<file path="config.mk">
export PLATFORM = sky130hd
export DESIGN_NAME = tdc_channel_flat
export DESIGN_NICKNAME = d
export VERILOG_FILES = /design/src/rtl/tdc_pkg.sv /design/src/rtl/tdc_channel_if.sv /design/src/rtl/tdc_thermo2bin.sv /design/src/rtl/tdc_channel.sv /design/src/flat_wrapper.sv
export SDC_FILE = /design/constraint.sdc
export NUM_CORES = 1
export LEC_CHECK = 0
export CAP_MARGIN = 20
export CORE_MARGIN = 4
export CORE_UTILIZATION = 55
export CTS_CLUSTER_SIZE = 30
export DETAILED_ROUTE_END_ITERATION = 6
export PLACE_DENSITY = 0.78
export REMOVE_ABC_BUFFERS = 1
export SLEW_MARGIN = 20
export SYNTH_ARGS = -nofsm -noshare
export SYNTH_HDL_FRONTEND = slang
export SYNTH_SLANG_ARGS = --single-unit
export TNS_END_PERCENT = 20
</file>
<file path="constraint.sdc">
create_clock -name clk -period 7.5 [get_ports clk]
set_input_delay 2.25 -clock clk [delete_from_list [all_inputs] [get_ports clk]]
set_output_delay 2.25 -clock clk [all_outputs]
set_load 0.01 [all_outputs]
</file>
<file path="src/rtl/tdc_pkg.sv">
// Shared constants, fine-code width helper and timestamp type for the TDC channel.
package tdc_pkg;

    localparam int DEF_NTAPS    = 32;
    localparam int DEF_COARSE_W = 16;

    // Width needed to hold a fine code in the range 0..ntaps.
    function automatic int tdc_fine_w(input int ntaps);
        int w;
        w = 0;
        for (int i = 0; i < 31; i++) begin
            if ((1 << i) < (ntaps + 1)) w = i + 1;
        end
        return w;
    endfunction

    localparam int DEF_FINE_W = tdc_fine_w(DEF_NTAPS);

    typedef struct packed {
        logic [DEF_COARSE_W-1:0] coarse;
        logic [DEF_FINE_W-1:0]   fine;
    } tdc_ts_t;

endpackage

</file>
<file path="src/rtl/tdc_channel_if.sv">
// Timestamp channel bus: tap inputs, consumer handshake and status outputs.
interface tdc_channel_if
    import tdc_pkg::*;
#(
    parameter int NTAPS    = DEF_NTAPS,
    parameter int COARSE_W = DEF_COARSE_W
);
    localparam int FINE_W = tdc_fine_w(NTAPS);

    logic [NTAPS-1:0]    taps_in;
    logic                out_ready;
    logic                ovf_clr;
    logic                out_valid;
    logic [COARSE_W-1:0] out_coarse;
    logic [FINE_W-1:0]   out_fine;
    logic                coarse_wrap;
    logic                ovf;
    logic [7:0]          drop_cnt;

    modport master (
        input  taps_in, out_ready, ovf_clr,
        output out_valid, out_coarse, out_fine, coarse_wrap, ovf, drop_cnt
    );

    modport slave (
        output taps_in, out_ready, ovf_clr,
        input  out_valid, out_coarse, out_fine, coarse_wrap, ovf, drop_cnt
    );

endinterface

</file>
<file path="src/rtl/tdc_thermo2bin.sv">
// Thermometer-to-binary fine encoder. TDC_BUBBLE_CORR_EN selects a majority-filtered
// popcount; otherwise the code is the run of ones starting at tap 0.
module tdc_thermo2bin
    import tdc_pkg::*;
#(
    parameter  int NTAPS  = DEF_NTAPS,
    localparam int FINE_W = tdc_fine_w(NTAPS)
) (
    input  logic [NTAPS-1:0]  thermo,
    output logic [FINE_W-1:0] fine
);

`ifdef TDC_BUBBLE_CORR_EN
    // Edge taps are padded with their own value so the filter never invents a bit.
    logic [NTAPS+1:0] pad;
    logic [NTAPS-1:0] filt;
    int               ones;

    assign pad = {thermo[NTAPS-1], thermo, thermo[0]};

    always_comb begin
        filt = '0;
        ones = 0;
        for (int i = 0; i < NTAPS; i++) begin
            filt[i] = (pad[i] & pad[i+1]) | (pad[i+1] & pad[i+2]) | (pad[i] & pad[i+2]);
            ones    = ones + int'(filt[i]);
        end
        fine = FINE_W'(ones);
    end
`else
    logic run;
    int   ones;

    always_comb begin
        run  = 1'b1;
        ones = 0;
        for (int i = 0; i < NTAPS; i++) begin
            run  = run & thermo[i];
            ones = ones + int'(run);
        end
        fine = FINE_W'(ones);
    end
`endif

endmodule

</file>
<file path="src/rtl/tdc_channel.sv">
// Single TDC channel: tap sampling pipeline, coarse counter, hit detect and
// one-deep timestamp output with drop accounting. Optional macro: TDC_BUBBLE_CORR_EN.
module tdc_channel
    import tdc_pkg::*;
#(
    parameter int NTAPS    = DEF_NTAPS,
    parameter int COARSE_W = DEF_COARSE_W
) (
    input logic           clk,
    input logic           rst_n,
    tdc_channel_if.master bus
);

    localparam int                  FINE_W  = tdc_fine_w(NTAPS);
    localparam logic [COARSE_W-1:0] CNT_MAX = '1;

    function automatic logic [7:0] sat_inc(input logic [7:0] v);
        return (v == 8'hFF) ? v : v + 8'd1;
    endfunction

    logic [COARSE_W-1:0] cnt;
    logic                wrap_q;

    logic [NTAPS-1:0]    taps_p0, taps_p1, taps_p2;
    logic [COARSE_W-1:0] coarse_p0, coarse_p1, coarse_p2;
    logic                vld_p0, vld_p1, vld_p2;
    logic                hit_p1, hit_p2;
    logic [FINE_W-1:0]   fine_p1, fine_p2;

    logic                ts_vld;
    logic [COARSE_W-1:0] ts_coarse;
    logic [FINE_W-1:0]   ts_fine;
    logic                ovf_q;
    logic [7:0]          drop_q;
    logic                load, drop;

    always_ff @(posedge clk or negedge rst_n) begin
        if (!rst_n) begin
            cnt    <= '0;
            wrap_q <= 1'b0;
        end else begin
            cnt    <= cnt + COARSE_W'(1);
            wrap_q <= (cnt == CNT_MAX);
        end
    end

    tdc_thermo2bin #(.NTAPS(NTAPS)) u_thermo2bin (
        .thermo (taps_p1),
        .fine   (fine_p1)
    );

    // vld_p2 keeps the zeroed reset contents of s2 from posing as a low level.
    assign hit_p1 = vld_p2 & taps_p1[0] & ~taps_p2[0];

    always_ff @(posedge clk or negedge rst_n) begin
        if (!rst_n) begin
            taps_p0   <= '0;
            taps_p1   <= '0;
            taps_p2   <= '0;
            coarse_p0 <= '0;
            coarse_p1 <= '0;
            coarse_p2 <= '0;
            vld_p0    <= 1'b0;
            vld_p1    <= 1'b0;
            vld_p2    <= 1'b0;
            hit_p2    <= 1'b0;
            fine_p2   <= '0;
        end else begin
            // s0: raw tap capture with the coarse count of this edge
            taps_p0   <= bus.taps_in;
            coarse_p0 <= cnt;
            vld_p0    <= 1'b1;
            // s1: metastability re-register
            taps_p1   <= taps_p0;
            coarse_p1 <= coarse_p0;
            vld_p1    <= vld_p0;
            // s2: previous s1 word plus the encoded hit from s1
            taps_p2   <= taps_p1;
            vld_p2    <= vld_p1;
            hit_p2    <= hit_p1;
            fine_p2   <= fine_p1;
            coarse_p2 <= coarse_p1;
        end
    end

    assign load = hit_p2 & (~ts_vld | bus.out_ready);
    assign drop = hit_p2 & ts_vld & ~bus.out_ready;

    always_ff @(posedge clk or negedge rst_n) begin
        if (!rst_n) begin
            ts_vld    <= 1'b0;
            ts_coarse <= '0;
            ts_fine   <= '0;
            ovf_q     <= 1'b0;
            drop_q    <= '0;
        end else begin
            // output stage: one-deep holding register
            if (load) begin
                ts_vld    <= 1'b1;
                ts_coarse <= coarse_p2;
                ts_fine   <= fine_p2;
            end else if (bus.out_ready) begin
                ts_vld    <= 1'b0;
            end
            // A drop coinciding with a clear restarts the count at one.
            if (drop) begin
                ovf_q  <= 1'b1;
                drop_q <= bus.ovf_clr ? 8'd1 : sat_inc(drop_q);
            end else if (bus.ovf_clr) begin
                ovf_q  <= 1'b0;
                drop_q <= '0;
            end
        end
    end

    assign bus.out_valid   = ts_vld;
    assign bus.out_coarse  = ts_coarse;
    assign bus.out_fine    = ts_fine;
    assign bus.coarse_wrap = wrap_q;
    assign bus.ovf         = ovf_q;
    assign bus.drop_cnt    = drop_q;

endmodule

</file>
<file path="src/flat_wrapper.sv">
// flat-port wrapper written by rule: the top's interface ports become plain ports
module tdc_channel_flat import tdc_pkg::*;
#(
    parameter int NTAPS    = DEF_NTAPS,
    parameter int COARSE_W = DEF_COARSE_W
)
  (clk, rst_n, bus_taps_in, bus_out_ready, bus_ovf_clr, bus_out_valid, bus_out_coarse, bus_out_fine, bus_coarse_wrap, bus_ovf, bus_drop_cnt);
  tdc_channel_if #(.NTAPS(NTAPS), .COARSE_W(COARSE_W)) bus_i ();
  input logic clk;
  input logic rst_n;
  input wire logic [$bits(bus_i.taps_in)-1:0] bus_taps_in;
  input wire logic [$bits(bus_i.out_ready)-1:0] bus_out_ready;
  input wire logic [$bits(bus_i.ovf_clr)-1:0] bus_ovf_clr;
  output wire logic [$bits(bus_i.out_valid)-1:0] bus_out_valid;
  output wire logic [$bits(bus_i.out_coarse)-1:0] bus_out_coarse;
  output wire logic [$bits(bus_i.out_fine)-1:0] bus_out_fine;
  output wire logic [$bits(bus_i.coarse_wrap)-1:0] bus_coarse_wrap;
  output wire logic [$bits(bus_i.ovf)-1:0] bus_ovf;
  output wire logic [$bits(bus_i.drop_cnt)-1:0] bus_drop_cnt;
  assign bus_i.taps_in = bus_taps_in;
  assign bus_i.out_ready = bus_out_ready;
  assign bus_i.ovf_clr = bus_ovf_clr;
  assign bus_out_valid = bus_i.out_valid;
  assign bus_out_coarse = bus_i.out_coarse;
  assign bus_out_fine = bus_i.out_fine;
  assign bus_coarse_wrap = bus_i.coarse_wrap;
  assign bus_ovf = bus_i.ovf;
  assign bus_drop_cnt = bus_i.drop_cnt;
  tdc_channel #(.NTAPS(NTAPS), .COARSE_W(COARSE_W)) u_core (.clk(clk), .rst_n(rst_n), .bus(bus_i));
endmodule
</file>
==> impl_metrics.toml <==
[logic_synthesis]
synth_instances = 400
dominantRegCellSynth = "dfrtp_1"
postSynth.asyncResetShare_pct = 100
synth_enable_flop_cells = 0
yosys.cell_types.count = 45
syn-mean-instance-area_um2 = 15.4
syn-cell-area_mm2 = 0.00615
yosys_register_bits = 172
ys_warn_count = 0
synth-seq-area-share_pct = 70.0

[floorplanning]
core_area_mm2 = 0.0109
rows = 38
die-area_mm2 = 0.0129
initial_core_util_pct = 56.5
die_h_um = 114
chipWidth_um = 114
io_pins = 69

[route]
finalWirelength_um = 10900
average_detailed_routed_wire_length_per_instance_um = 17.1
ant_nets = 0
drc = 0
detailroute.via_count = 3214
drt_pass1_iterations = 4
detail_route.vias_per_cell = 5.05
drtIter0Drc = 215

[power_and_ir_drop]
power.share.switching_pct = 21.5
power.leakage_nw = 3.60
p_int_mw = 1.51
clkPwrFrac_pct = 44.8
power_density_mw_per_mm2 = 253
power.net_switching_mw = 0.412
vdd.ir_drop.worst_mv = 0.165
pwr-share-seq_pct = 50.6
power_frac_comb_pct = 4.6

[setup_path]
timing.critical_path.from_type = "flip-flop"
path_delay_family = "adder cells"
delay_of_the_slowest_cell_on_the_worst_path_ns = 0.61
timing.critical_path.buf_inv = 2
path_cells = "nand4_2, nor2_4, nand3_1, nor2_1, fa_1, fa_1, inv_1, fa_1, fa_1, fa_1, fa_1, inv_1, ha_1, a21o_1, a21oi_1, nor2b_1, o21a_1"
ff2ff_path_depth = 17
rrSetupSlack_ns = 1.76
critical_path_fanout_max = 8
reg2reg_from = "u_core.taps_p1[0]"
critical_path_class = "flip-flop to flip-flop"
critical_path.endpoint_type = "flip-flop"
worst_path_max_delay_cell = "fa_1"
timing.critical_path.required_ns = 7.92
cp_data_arrival_time_ns = 6.15
reg2reg_to = "u_core.fine_p2[5]"
cp_common_cell = "fa_1"

[global_route]
grt_use_total_pct = 19.1
grt_start_max_net_pins = 95
grt_overflow = 0
first_global_vias = 3665
grt_antenna_before_repair = 0
wire_length_of_the_first_global_routing_pass_um = 18300

[clocking]
cts_buffers = 17
post-cts-setup-buffer-count = 0
clkLatencyLatePin_ns = 0.53
tritoncts = "done"
clock-root-buffer = "clkbuf_8"
h-tree-depth = 4
cts.path.max_buffers = 2
cts.sinks = 172
post_cts_hold_buffer_count = 0
clk_pin_slew_worst_paths_ns = 0.07
cts_resized = 0

[sta]
finalClockSkew_ns = 0.0114
postLayoutSetupSlackWorst_ns = 1.76
layout_worst_path_cycle_share_pct = 76.5
clock.fmax_ghz = 0.174
worst_slew_pin_slew_ns = 1.06
finalMaxSlewViolations = 0
sum_of_negative_setup_slack_ns = 0
rsz_0062_raised_after_global_routing = "no"
timing.slew.headroom_pct = 29.2
report.final.setup_viol = 0
min_period_ns = 5.74
finalHoldViolations = 0

[finish]
final_instance_area_mm2 = 0.00759
area_growth_syn_to_layout_pct = 23.5
layout.nets = 554
drive_gt1_share_pct = 13.7
n_antenna_cell = 0
post_layout_nonfiller_instances = 637

[min_path]
holdPathEnd = "u_core.coarse_p1[2]"
timing.hold.worst.class = "flip-flop to flip-flop"
hold_path_depth = 0
worst_hold_start = "u_core.coarse_p0[2]"

[placed_design]
final_wtd_congestion = 0.847
dp.cells = 606
placed_wire_length_estimate_um = 6810
placed_cell_area_mm2 = 0.00700
pre_cts_ws_ns = 1.76
io_buffer_count = 68

[flow_run]
reported_max_cap_violation_count = 0

[status]
run_status = "completed"
==> flip-flops by register name (all words and copies together) (netlist names), 6 cells and up <==
name	flops
u_core.taps_p0	32
u_core.taps_p1	32
u_core.bus.out_coarse	16
u_core.cnt	16
u_core.coarse_p0	16
u_core.coarse_p1	16
u_core.coarse_p2	16
u_core.bus.drop_cnt	8
u_core.bus.out_fine	6
u_core.fine_p2	6
==> worst reg2reg max path, stage by stage (launching register included) <==
cell,delay [ns]
dfrtp_1,0.46
nand4_2,0.20
nor2_4,0.28
nand3_1,0.21
nor2_1,0.23
fa_1,0.51
fa_1,0.46
inv_1,0.13
fa_1,0.48
fa_1,0.54
fa_1,0.52
fa_1,0.61
inv_1,0.06
ha_1,0.28
a21o_1,0.18
a21oi_1,0.24
nor2b_1,0.08
o21a_1,0.17
==> through the flow <==
step           power [mW]  utilization (%)  hold WS (ns)
2_1_floorplan        1.01                -         0.331
3_3_place_gp         1.07             64.3         0.334
3_5_place_dp         1.08             64.3         0.335
4_1_cts              1.94             69.7         0.350
5_1_grt              1.99             69.7         0.349
6_report             1.92             69.7         0.347
==> layout by cell type, fill, tap and decap left out, types with 3 or more instances in the layout <==
master	instances
a21oi_1	4
and3_1	7
clkbuf_16	16
clkbuf_8	4
clkdlybuf4s50_1	67
clkinv_4	3
dfrtp_1	172
fa_1	24
ha_1	9
inv_1	34
inv_6	3
mux2_2	22
nand2_1	19
nand3_1	14
nand4_1	7
nor2_1	18
nor3_1	6
nor4_1	5
o21ai_0	3
xnor2_1	11
xor2_1	7
==> synthesized netlist by cell type (all sizes together) (3+ instances only) <==
library cell	n	area share (%)
xor2	7	1.0
nor3	9	1.1
o21ai	3	0.24
nor2	19	1.3
and3	9	0.96
a21oi	4	0.33
mux2	22	4.0
nor4	5	0.51
ha	9	1.8
xnor2	11	1.6
and2	3	0.35
inv	34	2.1
nand4	8	0.92
nand2b	3	0.35
nand2	19	1.2
nand3	16	1.6
dfrtp	172	70
fa	24	7.8
==> worst max-delay path by stage <==
| stage | from | endpoint | slack [ns] | depth (start not counted) |
|---|---|---|---|---|
| 6_report | u_core.taps_p1[0] | u_core.fine_p2[5] | 1.76 | 17 |
| 5_1_grt | u_core.taps_p1[0] | u_core.fine_p2[5] | 1.49 | 17 |
| 4_1_cts | u_core.taps_p1[0] | u_core.fine_p2[5] | 1.69 | 17 |
| 3_5_place_dp | u_core.taps_p1[0] | u_core.fine_p2[5] | 1.76 | 17 |
| 3_3_place_gp | u_core.taps_p1[0] | u_core.fine_p2[5] | 1.98 | 17 |
| 2_1_floorplan | u_core.taps_p1[0] | u_core.fine_p2[5] | 2.19 | 17 |
==> cells by family (layout without fill, tap and decap cells) <==
kind of cell               after synthesis  after routing  share of synthesized area, %
adders and majority gates               33             33                          9.65
DFF                                    172            172                          70.0
other                                    1              1                        0.0610
AOI/OAI and AO/OA                       15             15                          1.59
buffers and inverters                   37            134                          2.30
xor gates and xnor gates                18             18                          2.56
and+or+nand+nor                        100            100                          9.48
muxes                                   24             24                          4.35
==> routing by layer <==
metal	track usage (%)	share of wire (%)
met3	6.47	4.7
met4	8.09	2.7
met1	22.0	39
met2	32.6	54
met5	0	0
==> power groups by stage <==
stage	sequential (mW)	combinational, mW	clock (mW)
2_1_floorplan	0.990	0.0226	0
3_3_place_gp	0.987	0.0860	0
3_5_place_dp	0.989	0.0886	0
4_1_cts	0.972	0.0908	0.880
5_1_grt	0.975	0.0968	0.921
6_report	0.972	0.0878	0.862
==> cell type report <==
type	instances	area, um^2
multi-input cells	191	1700
inverters	34	128
fillers	673	3290
clock inverters	10	131
repair buffers	69	693
well taps	140	175
flip-flops and latches	172	4300
clock buffers	21	459
Power figures use the tool's default switching activity.
